### src/rtl/sd_access_arbiter.sv
// rtl/sd_access_arbiter.sv - SD port sequencer/arbiter between a sector reader and a sector writer
// Optional abort watchdog enabled by defining SD_ARB_WATCHDOG_EN.
module sd_access_arbiter #(
  parameter logic [23:0] WDOG_CYCLES = 24'd8_000_000
) (
  input  logic        clk,
  input  logic        rst_n,
  input  logic        rd_req,
  input  logic [31:0] rd_sector,
  output logic        rd_ack,
  output logic        rd_done,
  input  logic        wr_req,
  input  logic [31:0] wr_sector,
  output logic        wr_ack,
  output logic        wr_done,
  output logic        err,
  output logic        eng_rstart,
  input  logic        eng_rdone,
  input  logic        eng_rbusy,
  output logic        eng_wstart,
  input  logic        eng_wdone,
  input  logic        eng_wbusy,
  output logic [31:0] eng_sector,
  output logic [1:0]  owner,
  output logic        busy
);

  typedef enum logic [2:0] {IDLE, GRANT, WAIT_BUSY, RUN, RELEASE} state_t;

  state_t state;
  logic   last_wr;
  logic   pick_wr;
  logic   own_done;
  logic   own_busy;
  logic   timeout;
  logic   waiting;

  // Ties go to whichever side was not served last.
  assign pick_wr  = wr_req && (!rd_req || !last_wr);
  assign own_done = owner[1] ? eng_wdone : eng_rdone;
  assign own_busy = owner[1] ? eng_wbusy : eng_rbusy;
  assign waiting  = (state == WAIT_BUSY) || (state == RUN);

`ifdef SD_ARB_WATCHDOG_EN
  logic [23:0] wdog;
  logic        err_q;

  // Counts cycles since the start pulse; saturates instead of wrapping.
  always_ff @(posedge clk) begin
    if (!rst_n || state == IDLE) begin
      wdog <= 24'd0;
    end else if (state != RELEASE && wdog != 24'hFF_FFFF) begin
      wdog <= wdog + 24'd1;
    end
  end

  assign timeout = waiting && (wdog == WDOG_CYCLES - 24'd1);

  always_ff @(posedge clk) begin
    if (!rst_n) begin
      err_q <= 1'b0;
    end else begin
      err_q <= timeout && !own_done;
    end
  end

  assign err = err_q;
`else
  logic unused_wdog;
  assign unused_wdog = ^WDOG_CYCLES;
  assign timeout     = 1'b0;
  assign err         = 1'b0;
`endif

  always_ff @(posedge clk) begin
    if (!rst_n) begin
      state      <= IDLE;
      last_wr    <= 1'b1;
      rd_ack     <= 1'b0;
      wr_ack     <= 1'b0;
      rd_done    <= 1'b0;
      wr_done    <= 1'b0;
      eng_rstart <= 1'b0;
      eng_wstart <= 1'b0;
      eng_sector <= 32'd0;
      owner      <= 2'b00;
      busy       <= 1'b0;
    end else begin
      rd_ack     <= 1'b0;
      wr_ack     <= 1'b0;
      rd_done    <= 1'b0;
      wr_done    <= 1'b0;
      eng_rstart <= 1'b0;
      eng_wstart <= 1'b0;
      case (state)
        IDLE: begin
          if (rd_req || wr_req) begin
            state      <= GRANT;
            busy       <= 1'b1;
            last_wr    <= pick_wr;
            owner      <= pick_wr ? 2'b10 : 2'b01;
            eng_sector <= pick_wr ? wr_sector : rd_sector;
            rd_ack     <= !pick_wr;
            wr_ack     <= pick_wr;
            eng_rstart <= !pick_wr;
            eng_wstart <= pick_wr;
          end
        end
        GRANT: state <= WAIT_BUSY;
        WAIT_BUSY, RUN: begin
          if (own_done || timeout) begin
            state   <= RELEASE;
            rd_done <= !owner[1];
            wr_done <= owner[1];
          end else if (state == WAIT_BUSY && own_busy) begin
            state <= RUN;
          end
        end
        RELEASE: begin
          // Owner drops for one idle cycle so pin directions can turn around.
          state <= IDLE;
          owner <= 2'b00;
          busy  <= 1'b0;
        end
        default: state <= IDLE;
      endcase
    end
  end

endmodule

### config.mk
export PLATFORM = sky130hd
export DESIGN_NAME = sd_access_arbiter
export DESIGN_NICKNAME = d
export VERILOG_FILES = /design/src/rtl/sd_access_arbiter.sv
export SDC_FILE = /design/constraint.sdc
export NUM_CORES = 1
export LEC_CHECK = 0
export BUFFER_PORTS_ARGS = -buffer_cell sky130_fd_sc_hd__clkbuf_2
export CAP_MARGIN = 10
export CORE_UTILIZATION = 46
export DETAILED_ROUTE_END_ITERATION = 10
export GPL_TIMING_DRIVEN = 0
export HOLD_SLACK_MARGIN = 0.06
export PLACE_DENSITY = 0.91
export SYNTH_ARGS = -nofsm -noshare
export SYNTH_HDL_FRONTEND = slang
export SYNTH_SLANG_ARGS = --single-unit
### constraint.sdc
create_clock -name clk -period 2.1 [get_ports clk]
set_clock_uncertainty 0.05 [all_clocks]
set_input_delay 0.21 -clock clk [delete_from_list [all_inputs] [get_ports clk]]
set_output_delay 0.21 -clock clk [all_outputs]
set_load 0.01 [all_outputs]
==> reports/results.txt <==
outcome: finished clean
synthesis-to-layout area growth: 31.82%
crit path time final: 1546 ps
PD cells: 795.4 nW/um^2
initial antenna violation count: 0
worst hold path depth: 3
CTS buffer count: 5
wire per inst: 12.71 um
Post-DP Area: 2898 um^2
CTS root buffer: clkbuf_8
Detailed Route Iter0 Violations: 67
GRT Residual Overflow: 0
Worst R2R Setup Slack: 550 ps
Peak VDD IR: 0.3985 mV
global-route wire length before repair: 8576 um
vias post-DR: 2044
layout cells sized above 1: 55.43%
H-tree depth: 2
GRT Util Overall: 20.91%
largest net degree at the start of global routing: 12
clock transition at the registers of the reported paths: 80 ps
Final Hold Fails: 0
# diodes: 0
vias in the first global route: 2011
Max Root-Sink Buffers: 2
Yosys reg bits: 43
top flop regs: eng_sector (32), state (3), owner (2)
DR vias/cell: 4.902
CTS resizes: 0
Mapped Cells: 232
Cells after DPL: 411
drc violations: 0
Critical Path RT: 2230 ps
clock sink total: 43
design area: 2970 um^2
Final HPWL DP: 4071 um
total power: 2.362 mW
RePlAce Congestion: 0.7656
crit share post-route: 73.64%
Syn Nets: 304
Fmax: 646.6 MHz
clk_lat worst skew: 290 ps
post-CTS setup buffer count: 0
first drt pass iteration count: 4
leakage power: 1.432 nW
Syn Area/Cell: 9.713 um^2
Slew Viols, Final: 0
post-synthesis sequential area ratio: 38.20%
Post-Route WL: 5300 um
setup TNS: 0 ps
Initial Utilization: 47.71%
Critical Setup Path Class: flop to flop
max_cap viols: 0
Port Buffers: 112
Largest register FFs: 32
Worst Setup Start Kind: flop
Hold Buf Count CTS: 0
Hold Path Class: input pin to flop
critical path peak fanout: 10
count of final setup violators: 0
CTS tree: done
Netlist Area Pre-Place: 2253 um^2
largest register by flop count: eng_sector
critical path endpoint category: flop
Worst R2R Path Depth: 6
RSZ-0062 raised after global routing: no
final net count: 423
Ys Warns: 0
I/O pin cnt: 114
row count: 25
unique cell type count in the Yosys netlist: 32
die width: 71.99 um
Die Area: 5183 um^2
critical path arrival: 1680 ps
core box area: 4723 um^2
non-filler instance count after layout: 417
Routed Antenna Nets: 0
Die Height: 71.99 um
## placed cells by master, fill, tap and decap left out, types with 2 or more instances in the layout
| master | n |
|---|---|
| dfxtp_1 | 43 |
| o21a_1 | 2 |
| nor3_2 | 28 |
| nor3_1 | 6 |
| clkbuf_2 | 112 |
| clkbuf_1 | 3 |
| nor3b_1 | 2 |
| a221oi_1 | 9 |
| mux2i_1 | 2 |
| buf_2 | 6 |
| buf_4 | 7 |
| nand2b_1 | 2 |
| clkbuf_8 | 5 |
| nor2_1 | 6 |
| buf_6 | 8 |
| nand2_1 | 37 |
| o31a_1 | 2 |
| inv_1 | 32 |
| a221oi_2 | 23 |
## per-layer routing
| layer | share of wire (%) | vias to the layer above | GRT usage (%) |
|---|---|---|---|
| li1 | - | 1041 | - |
| met3 | 6.2 | 7 | 5.139 |
| met2 | 50 | 74 | 37.74 |
| met5 | 0 | - | 0 |
| met4 | 1.4 | 0 | 7.190 |
| met1 | 42 | 922 | 24.11 |
## cell usage after synthesis, drive strengths merged
master  instances  area (um^2)
nand3b          2        18.77
a21o            1        7.510
buf            22        176.4
mux2i           2        20.02
nor2b           1        6.260
nor3b           2        15.01
nand2b          2        12.51
a211oi          1        7.510
clkbuf          2        7.510
nor2            7        28.78
nor3           35        326.6
o21ai           2        13.76
inv            32        120.1
o31a            2        17.52
dfxtp          43        860.8
and3            1        6.260
conb            1        3.750
o211a           1        10.01
a221oi         32        424.2
or3             1        6.260
nand2          37        138.9
o21a            2        15.01
a21bo           1        10.01
## path summary, 6_finish.rpt
| check | from | endpoint |
|---|---|---|
| setup / recovery | state[1] | eng_sector[11] |
| hold / removal | rd_sector[14] | eng_sector[14] |
| setup reg to reg | state[1] | eng_sector[11] |
| hold reg to reg | eng_sector[7] | eng_sector[7] |
## per-stage QoR
stage               setup WS (ps)  utilization [%]  hold slack, ps
floorplan                   665.2                -           279.2
global placement            573.5            61.35           388.1
detailed placement          546.5            61.35           397.6
CTS                         531.9            62.89           83.76
global route                446.8            62.89           93.73
finish                      553.6            62.89           90.74
## cell families after synthesis
group                  count (synthesis)  share of synthesized area [%]
AOI/OAI and AO/OA                     42                          22.43
buffers and inverters                 56                          13.49
DFF                                   43                          38.20
muxes                                  2                         0.8884
other                                  1                         0.1664
and+or+nand+nor                       88                          24.82
## worst max-delay path: stages, from the launching register on
cell and delay, ps:
dfxtp_1 300, buf_4 160, nor3_4 240, and3_1 180
buf_2 170, buf_4 240, a221oi_2 90
## report_power, final
group	switching [mW]	internal [mW]	total [mW]
sequential	0.0754	0.962	1.04
clock	0.265	0.222	0.487
combinational	0.453	0.385	0.839
## final cells by class
| type | instances | area, um^2 |
|---|---|---|
| Timing Repair Buffer | 112 | 560.5 |
| Inverter | 32 | 120.1 |
| Sequential cell | 43 | 860.8 |
| Fill cell | 394 | 1753 |
| Buffer | 24 | 183.9 |
| Multi-Input combinational cell | 133 | 1089 |
| Tap cell | 67 | 83.83 |
| Clock buffer | 6 | 72.57 |
(Power assumes the default switching activity.)
